File: src/rtl/ex_muldiv_unit.sv
// Purpose : EX-stage multi-cycle MULT/MULTU/DIV/DIVU unit that owns the HI/LO registers and serves MFHI/MFLO/MTHI/MTLO.
// Latency : MUL writes {HI,LO} MUL_CYCLES edges after accept; DIV writes XLEN+1 edges after accept; MTxx writes on the next edge.
// Backpr. : stall_o freezes the front-end while a HI/LO-class op meets a busy unit; a stalled op is held upstream and retried.
//
// Ports:
//   Clk, Rst            clock and synchronous active-high reset
//   op_valid_i          ID/EX holds a valid instruction this cycle
//   funct_i             MIPS funct (18h..1Bh mul/div, 10h..13h MFHI/MTHI/MFLO/MTLO)
//   opa_i, opb_i        rs / rt operands
//   stall_o, busy_o     hold-upstream request and unit-busy flag
//   done_o              one-cycle pulse on the edge that writes HI/LO from a MUL/DIV
//   hi_o, lo_o          HI/LO architectural registers
//   mf_data_o           combinational MFHI/MFLO read data
//   flush_i             abort input, present only when MULDIV_ABORT_EN is defined
//
// Build option: define MULDIV_ABORT_EN to add flush_i (abort an in-flight op, block IDLE writes).

module ex_muldiv_unit #(
    parameter int XLEN       = 32,
    parameter int MUL_CYCLES = 4
) (
    input  logic            Clk,
    input  logic            Rst,
    input  logic            op_valid_i,
    input  logic [5:0]      funct_i,
    input  logic [XLEN-1:0] opa_i,
    input  logic [XLEN-1:0] opb_i,
`ifdef MULDIV_ABORT_EN
    input  logic            flush_i,
`endif
    output logic            stall_o,
    output logic            busy_o,
    output logic            done_o,
    output logic [XLEN-1:0] hi_o,
    output logic [XLEN-1:0] lo_o,
    output logic [XLEN-1:0] mf_data_o
);

    localparam logic [5:0] F_MFHI  = 6'h10;
    localparam logic [5:0] F_MTHI  = 6'h11;
    localparam logic [5:0] F_MFLO  = 6'h12;
    localparam logic [5:0] F_MTLO  = 6'h13;
    localparam logic [5:0] F_MULT  = 6'h18;
    localparam logic [5:0] F_DIV   = 6'h1A;

    // Counter is wide enough for XLEN-1 and MUL_CYCLES-1 (MUL_CYCLES <= 16).
    localparam int CW = $clog2(XLEN) + 1;
    localparam logic [CW-1:0] MUL_LAST = CW'(MUL_CYCLES - 1);
    localparam logic [CW-1:0] DIV_LAST = CW'(XLEN - 1);

    typedef enum logic [1:0] {
        S_IDLE,
        S_MUL,
        S_DIV,
        S_FIX
    } state_t;

    state_t          state;
    logic [CW-1:0]   cnt;
    logic [XLEN-1:0] op_a;       // raw rs operand (multiplicand, or dividend for the /0 result)
    logic [XLEN-1:0] op_b;       // multiplier, or divisor magnitude for DIV/DIVU
    logic [XLEN-1:0] quo;        // dividend magnitude shifting out, quotient shifting in
    logic [XLEN-1:0] rem;        // partial remainder
    logic            mul_signed;
    logic            neg_q;
    logic            neg_r;

    logic            flush_w;
    logic            is_muldiv;
    logic            is_hilo;
    logic            opa_neg;
    logic            opb_neg;
    logic [XLEN-1:0] mag_a;
    logic [XLEN-1:0] mag_b;
    logic [2*XLEN-1:0] ext_a;
    logic [2*XLEN-1:0] ext_b;
    logic [2*XLEN-1:0] product;
    logic [XLEN:0]   shifted;
    logic [XLEN:0]   diff;
    logic [XLEN-1:0] q_fix;
    logic [XLEN-1:0] r_fix;

`ifdef MULDIV_ABORT_EN
    assign flush_w = flush_i;
`else
    assign flush_w = 1'b0;
`endif

    // 18h..1Bh share funct[5:2]=0110; 10h..13h share funct[5:2]=0100.
    assign is_muldiv = (funct_i[5:2] == 4'b0110);
    assign is_hilo   = is_muldiv || (funct_i[5:2] == 4'b0100);

    assign busy_o  = (state != S_IDLE);
    assign stall_o = op_valid_i && is_hilo && busy_o;

    always_comb begin
        mf_data_o = '0;
        if (funct_i == F_MFHI) begin
            mf_data_o = hi_o;
        end else if (funct_i == F_MFLO) begin
            mf_data_o = lo_o;
        end
    end

    // Only signed DIV takes operand magnitudes; DIVU uses the raw bits.
    assign opa_neg = (funct_i == F_DIV) && opa_i[XLEN-1];
    assign opb_neg = (funct_i == F_DIV) && opb_i[XLEN-1];
    assign mag_a   = opa_neg ? -opa_i : opa_i;
    assign mag_b   = opb_neg ? -opb_i : opb_i;

    // Sign- or zero-extend to 2*XLEN; the truncated product is then exact for both.
    assign ext_a   = mul_signed ? {{XLEN{op_a[XLEN-1]}}, op_a} : {{XLEN{1'b0}}, op_a};
    assign ext_b   = mul_signed ? {{XLEN{op_b[XLEN-1]}}, op_b} : {{XLEN{1'b0}}, op_b};
    assign product = ext_a * ext_b;

    // One restoring step: shift in the next dividend bit, keep the difference if non-negative.
    assign shifted = {rem, quo[XLEN-1]};
    assign diff    = shifted - {1'b0, op_b};

    assign q_fix = neg_q ? -quo : quo;
    assign r_fix = neg_r ? -rem : rem;

    always_ff @(posedge Clk) begin
        if (Rst) begin
            state      <= S_IDLE;
            cnt        <= '0;
            op_a       <= '0;
            op_b       <= '0;
            quo        <= '0;
            rem        <= '0;
            mul_signed <= 1'b0;
            neg_q      <= 1'b0;
            neg_r      <= 1'b0;
            hi_o       <= '0;
            lo_o       <= '0;
            done_o     <= 1'b0;
        end else begin
            done_o <= 1'b0;
            case (state)
                S_IDLE: begin
                    if (op_valid_i && !flush_w) begin
                        if (is_muldiv) begin
                            cnt  <= '0;
                            op_a <= opa_i;
                            if (!funct_i[1]) begin
                                op_b       <= opb_i;
                                mul_signed <= (funct_i == F_MULT);
                                state      <= S_MUL;
                            end else begin
                                op_b  <= mag_b;
                                quo   <= mag_a;
                                rem   <= '0;
                                neg_q <= opa_neg ^ opb_neg;
                                neg_r <= opa_neg;
                                state <= S_DIV;
                            end
                        end else if (funct_i == F_MTHI) begin
                            hi_o <= opa_i;
                        end else if (funct_i == F_MTLO) begin
                            lo_o <= opa_i;
                        end
                    end
                end

                S_MUL: begin
                    if (flush_w) begin
                        state <= S_IDLE;
                        cnt   <= '0;
                    end else if (cnt == MUL_LAST) begin
                        {hi_o, lo_o} <= product;
                        done_o       <= 1'b1;
                        state        <= S_IDLE;
                        cnt          <= '0;
                    end else begin
                        cnt <= cnt + CW'(1);
                    end
                end

                S_DIV: begin
                    if (flush_w) begin
                        state <= S_IDLE;
                        cnt   <= '0;
                    end else begin
                        if (!diff[XLEN]) begin
                            rem <= diff[XLEN-1:0];
                            quo <= {quo[XLEN-2:0], 1'b1};
                        end else begin
                            rem <= shifted[XLEN-1:0];
                            quo <= {quo[XLEN-2:0], 1'b0};
                        end
                        if (cnt == DIV_LAST) begin
                            state <= S_FIX;
                            cnt   <= '0;
                        end else begin
                            cnt <= cnt + CW'(1);
                        end
                    end
                end

                S_FIX: begin
                    if (!flush_w) begin
                        // A zero divisor returns all-ones / raw dividend regardless of sign mode.
                        // The overflow case (most-negative / -1) falls out of the magnitude path.
                        if (op_b == '0) begin
                            lo_o <= '1;
                            hi_o <= op_a;
                        end else begin
                            lo_o <= q_fix;
                            hi_o <= r_fix;
                        end
                        done_o <= 1'b1;
                    end
                    state <= S_IDLE;
                end

                default: begin
                    state <= S_IDLE;
                end
            endcase
        end
    end

endmodule

File: config.mk
export PLATFORM = sky130hd
export DESIGN_NAME = ex_muldiv_unit
export DESIGN_NICKNAME = d
export VERILOG_FILES = /design/src/rtl/ex_muldiv_unit.sv
export SDC_FILE = /design/constraint.sdc
export NUM_CORES = 2
export LEC_CHECK = 0
export BUFFER_PORTS_ARGS = -buffer_cell sky130_fd_sc_hd__buf_2
export CORE_ASPECT_RATIO = 1.1
export CORE_MARGIN = 2
export CORE_UTILIZATION = 45
export DETAILED_ROUTE_END_ITERATION = 12
export GPL_TIMING_DRIVEN = 0
export SKIP_CTS_REPAIR_TIMING = 1
export SKIP_LAST_GASP = 1
export SLEW_MARGIN = 20
export SYNTH_ARGS = -nofsm -noshare
export SYNTH_HDL_FRONTEND = slang
export SYNTH_SLANG_ARGS = --single-unit
File: constraint.sdc
create_clock -name Clk -period 9.55 [get_ports Clk]
set_input_delay 0 -clock Clk [delete_from_list [all_inputs] [get_ports Clk]]
set_output_delay 0 -clock Clk [all_outputs]
set_load 0.01 [all_outputs]
* Yosys cells after proc, flatten, opt, wreduce, memory -nomap -nowiden
Cells that the tools add are included.
W data, S select, Z words.
** Storage, ports and cells
- Register bits :: 204
- Input bits :: 73
- Output and inout port bits :: 99
- Word-level logic and storage cells :: 107
** Operators by class
- $add $sub $neg :: 6
- Multiply operators :: 1
- Eq/ne operators :: 22
- Mux-type cells :: 45
- Bitwise operators :: 2
- Reductions and logical operators :: 19
** Operator list (count)
- $mux W32 :: 25
- $pmux W32 S3 :: 2
- $mux W64 :: 2
- $neg A32 Y32 :: 4
- $pmux W32 S2 :: 2
- $mul A64 B64 Y64 :: 1
- $eq A6 B5 Y1 const B :: 7
- $sub A33 B32 Y33 :: 1
- $logic_not A32 Y1 :: 1
- $mux W6 :: 4
- $ne A2 B2 Y1 const B :: 9
- $pmux W6 S3 :: 1
- $reduce_and A4 Y1 :: 4
- $mux W2 :: 5
- $eq A4 B3 Y1 const B :: 2
- $pmux W2 S4 :: 1
- $add A6 B1 Y6 const B :: 1
- $eq A6 B2 Y1 const B :: 1
- $reduce_and A3 Y1 :: 2
- $reduce_and A6 Y1 :: 1
- $reduce_bool A3 Y1 :: 2
- $reduce_and A5 Y1 :: 1
- $eq A2 B2 Y1 const B :: 2
- $logic_and A1 B1 Y1 :: 4
- 8 further kinds :: 10

* Logic depth before layout (Yosys ltp)
- Word-level depth :: 7
- Depth in mapped cells :: 37
- Gate-level depth less buffers :: 33

* Worst setup path before layout
No wires, ideal clock.
- Kind :: flip-flop to flip-flop
- Start point :: register op_a[31]
- End point :: register hi_o[29]
- Library setup time :: 0.116 ns
- Arrival :: 9.085 ns
- Required time :: 9.434 ns
- Path slack :: 0.349 ns
- Stages on the path, launching flop included :: 32
- Buffers on the path :: 3
- Period minus slack after synthesis :: 9.201 ns
- Path through :: dfxtp_1 and2_1 clkbuf_1 clkbuf_1 nand2_1 fa_1 inv_1 fa_1 fa_1 inv_1 fa_1 inv_1 fa_1 fa_1 fa_1 fa_1 fa_1 inv_1 fa_1 inv_1 ha_1 clkbuf_1 a21o_1 a31oi_1 nand2_1 a221o_1 a21o_1 a32o_1 nor2_1 nand2_1 a211o_1 a31o_1
** Between the ends
- Word-level cells in the longest chain between the ends :: 4
** RTL lines
- start: declaration :: RTL line 60 : logic [XLEN-1:0] op_a;
- start signal: assignment :: RTL line 144 : op_a <= opa_i;
- $mux W64 :: RTL line 112 : assign ext_a = mul_signed ? {{XLEN{op_a[XLEN-1]}}, op_a} : {{XLEN{1'b0}}, op_a};
- $mul A64 B64 Y64 :: RTL line 114 : assign product = ext_a * ext_b;
- $mux W32 :: RTL line 169 : end else if (cnt == MUL_LAST) begin
- $pmux W32 S3 :: RTL line 139 : case (state)
- end signal: assignment :: RTL line 158 : hi_o <= opa_i;
- end signal: assignment :: RTL line 170 : {hi_o, lo_o} <= product;
- end signal: assignment :: RTL line 206 : hi_o <= op_a;
- end: declaration :: RTL line 34 : output logic [XLEN-1:0] hi_o,
No other way between the ends. The select of a mux whose other input is x is not followed.
A chain may end at the register's enable or synchronous reset.

* Worst setup path in the final report
- Start point :: register op_a[10]
- End point :: register hi_o[18]
Same word-level chain as after synthesis.

==> flow_summary.toml <==
[routing]
dr.pass1.iters = 6
drc = 0
route.vias.total = 52529
viasPerCell = 5.73
wirelength_um = 286000
dr.first_iter.drc_count = 5232
routedWlPerCell_um = 31.2
antenna_left = 0

[placement]
hpwl_um = 237000
post-place-ws_ns = -2.68
io_buffer_count = 163
gp_congestion = 1.03

[logic_synthesis]
synth-main-ff-cell = "dfxtp_1"
synth-edff-count = 0
synthCells = 7022
syn_nets = 8865
yosys-top-cells-area = "fa_1 (46%), inv_1 (9.6%), ha_1 (7.1%), dfxtp_1 (6.6%), and2_1 (5.9%)"
yosys_warnings = 0
netlist_area_mm2 = 0.0619
ys_seq_area_share_pct = 6.60
synth-seq-cells = 204
yosysMostFrequentCell = "inv_1"
post-synth-top-area-cell = "fa_1"
synth_top_area_share_pct = 45.9
syn-mean-instance-area_um2 = 8.82
async_flop_share_pct = 0
synth_common_cells = "inv_1 (1,588), fa_1 (1,420), nand2_1 (865)"
ys_types = 96

[floorplan]
io_pins = 172
die_h_um = 393
die_x_um = 358
rows = 142
initial_utilization_pct = 45.4
core-area_mm2 = 0.136
fp.dieArea_mm2 = 0.141

[sta]
min_period_ns = 9.53
fmax_mhz = 105
tightestPinTransition_ns = 1.13
worst_slack_ns = 0.0164
fin_crit_sh_pct = 99.8
grt_setup_unrepaired = "yes"
setup_viol = 0
hold_viol_final = 0
relSlewSlack_pct = 23.9
holdWs_ns = 0.122
slew_viol_final = 0
finalClockSkew_ns = 0.0224

[global_routing]
grtUsageTotal_pct = 41.0
grt_pass1_vias = 53878
grt_pass1_wl_um = 399000
grt_max_degree = 22
grt-ovfl-total = 0
antenna_found_initial = 41

[critical_path]
required_ns = 10.01
worstPathMaxFanout = 11
arrival_ns = 10.00
start_kind = "flop"
max_stage_delay_ns = 0.55
path_class = "reg -> reg"
cp_common_cell = "fa_1"
endpoint_kind = "flop"
critPathSlowestCell = "fa_1"

[pwr]
p_leak_uw = 0.0343
ir_worst_vdd_mv = 0.138
power_density_mw_per_mm2 = 61.7

[final_layout]
nets = 9167
drive_gt1_share_pct = 10.0
area_delta_synth_final_pct = 11.3

[clock_network]
cts_buffer_depth = 3
cts_root_buf = "clkbuf_16"
cts_tree = "yes"
path_clk_slew_ns = 0.07
cts_buffers = 26
clock-sinks = 204
worstSkewPairLatency_ns = 0.63
htreeDepth = 1

[job]
drv_cap = 0

[outcome]
outcome = "complete, no violations"

[worst_hold_path]
hold_class = "in -> reg"
## per-layer routing
metal | GRT usage, % | up-vias | part of all wire (%)
met2 | 62.9 | 2903 | 45
li1 | - | 21811 | -
met3 | 9.50 | 752 | 9.8
met1 | 52.0 | 27055 | 38
met5 | 0 | - | 0.028
met4 | 26.9 | 8 | 7.9
## where the power goes
| group | leakage (uW) | total (uW) | internal (uW) | switching, uW |
|---|---|---|---|---|
| registers | 0.00169 | 1200 | 978 | 217 |
| clock network | 0.000436 | 1110 | 594 | 517 |
| logic | 0.0322 | 1940 | 591 | 1350 |
| total | 0.0343 | 4250 | 2160 | 2080 |
## sequential cells by signal, indices dropped and copies added, names as in the netlist, 2 cells and up
name	cells
state	2
rem	32
hi_o	32
op_a	32
quo	32
op_b	32
lo_o	32
cnt	6
## metrics by stage
stage / utilization, % / power [uW] / instances / cell area, um^2 / TNS [ns]
final: 50.5 / 4250 / 9166 / 68900 / 0
after CTS: 48.4 / 4110 / 9038 / 66100 / -56.53
after floorplan: - / 2160 / 7022 / 61900 / 0
after global placement: 47.6 / 3010 / 8985 / 65000 / -71.95
after global routing: 50.5 / 4370 / 9145 / 68800 / -0.131
after detailed placement: 47.8 / 3020 / 8990 / 65200 / -54.43
## cell families (layout without fill, tap and decap cells)
| logic type | count (synthesis) | in the layout | synth area share, % |
|---|---|---|---|
| AOI/OAI and AO/OA | 845 | 845 | 9.03 |
| xor gates and xnor gates | 258 | 258 | 3.68 |
| adders and majority gates | 1774 | 1774 | 53.1 |
| buffers and inverters | 2002 | 2324 | 12.2 |
| DFF | 204 | 204 | 6.60 |
| muxes | 25 | 25 | 0.408 |
| other | 0 | 22 | 0 |
| and+or+nand+nor | 1914 | 1914 | 15.0 |
## area by class of cell
cell class,instances,area (um^2)
fill,13480,67600
multi-input combinational,4816,50900
inverter,1590,5980
sequential,204,4250
buffer,375,2370
tap,1800,2250
timing repair buffer,311,2230
clock buffer,31,709
clock inverter,17,190
antenna,22,55.1
## worst paths after layout
path / start / slack [ns] / depth (start not counted) / endpoint
max reg2reg: op_a[10] / 0.02 / 30 / hi_o[18]
min reg2reg: quo[29] / 0.49 / 2 / quo[29]
min: funct_i[3] / 0.12 / 6 / quo[31]
max: op_a[10] / 0.02 / 30 / hi_o[18]
## worst max-delay path, delay by kind of cell, from the launching register on
kind / cells / cell delay [ns]
flip-flops: 1 / 0.40
adder cells (fa/ha/maj): 11 / 5.01
buffers and inverters: 8 / 1.33
AND/OR/NAND/NOR: 5 / 0.64
AO/OA/AOI/OAI: 6 / 1.95
## layout by cell type (no fill, tap or decap), types with 44 or more instances in the layout
cell	instances
inv_1	1574
fa_1	1382
nand2_1	846
and2_1	578
ha_1	334
a21oi_1	218
nor2_1	201
buf_2	188
o21ai_0	172
clkbuf_1	153
dfxtp_1	152
xnor2_1	147
xor2_1	102
buf_4	96
dlygate4sd3_1	78
a211oi_1	65
a21o_1	58
clkbuf_4	52
buf_6	48
nand3_1	45
clkbuf_2	44
Note: power is estimated with default switching activity, not from simulation.
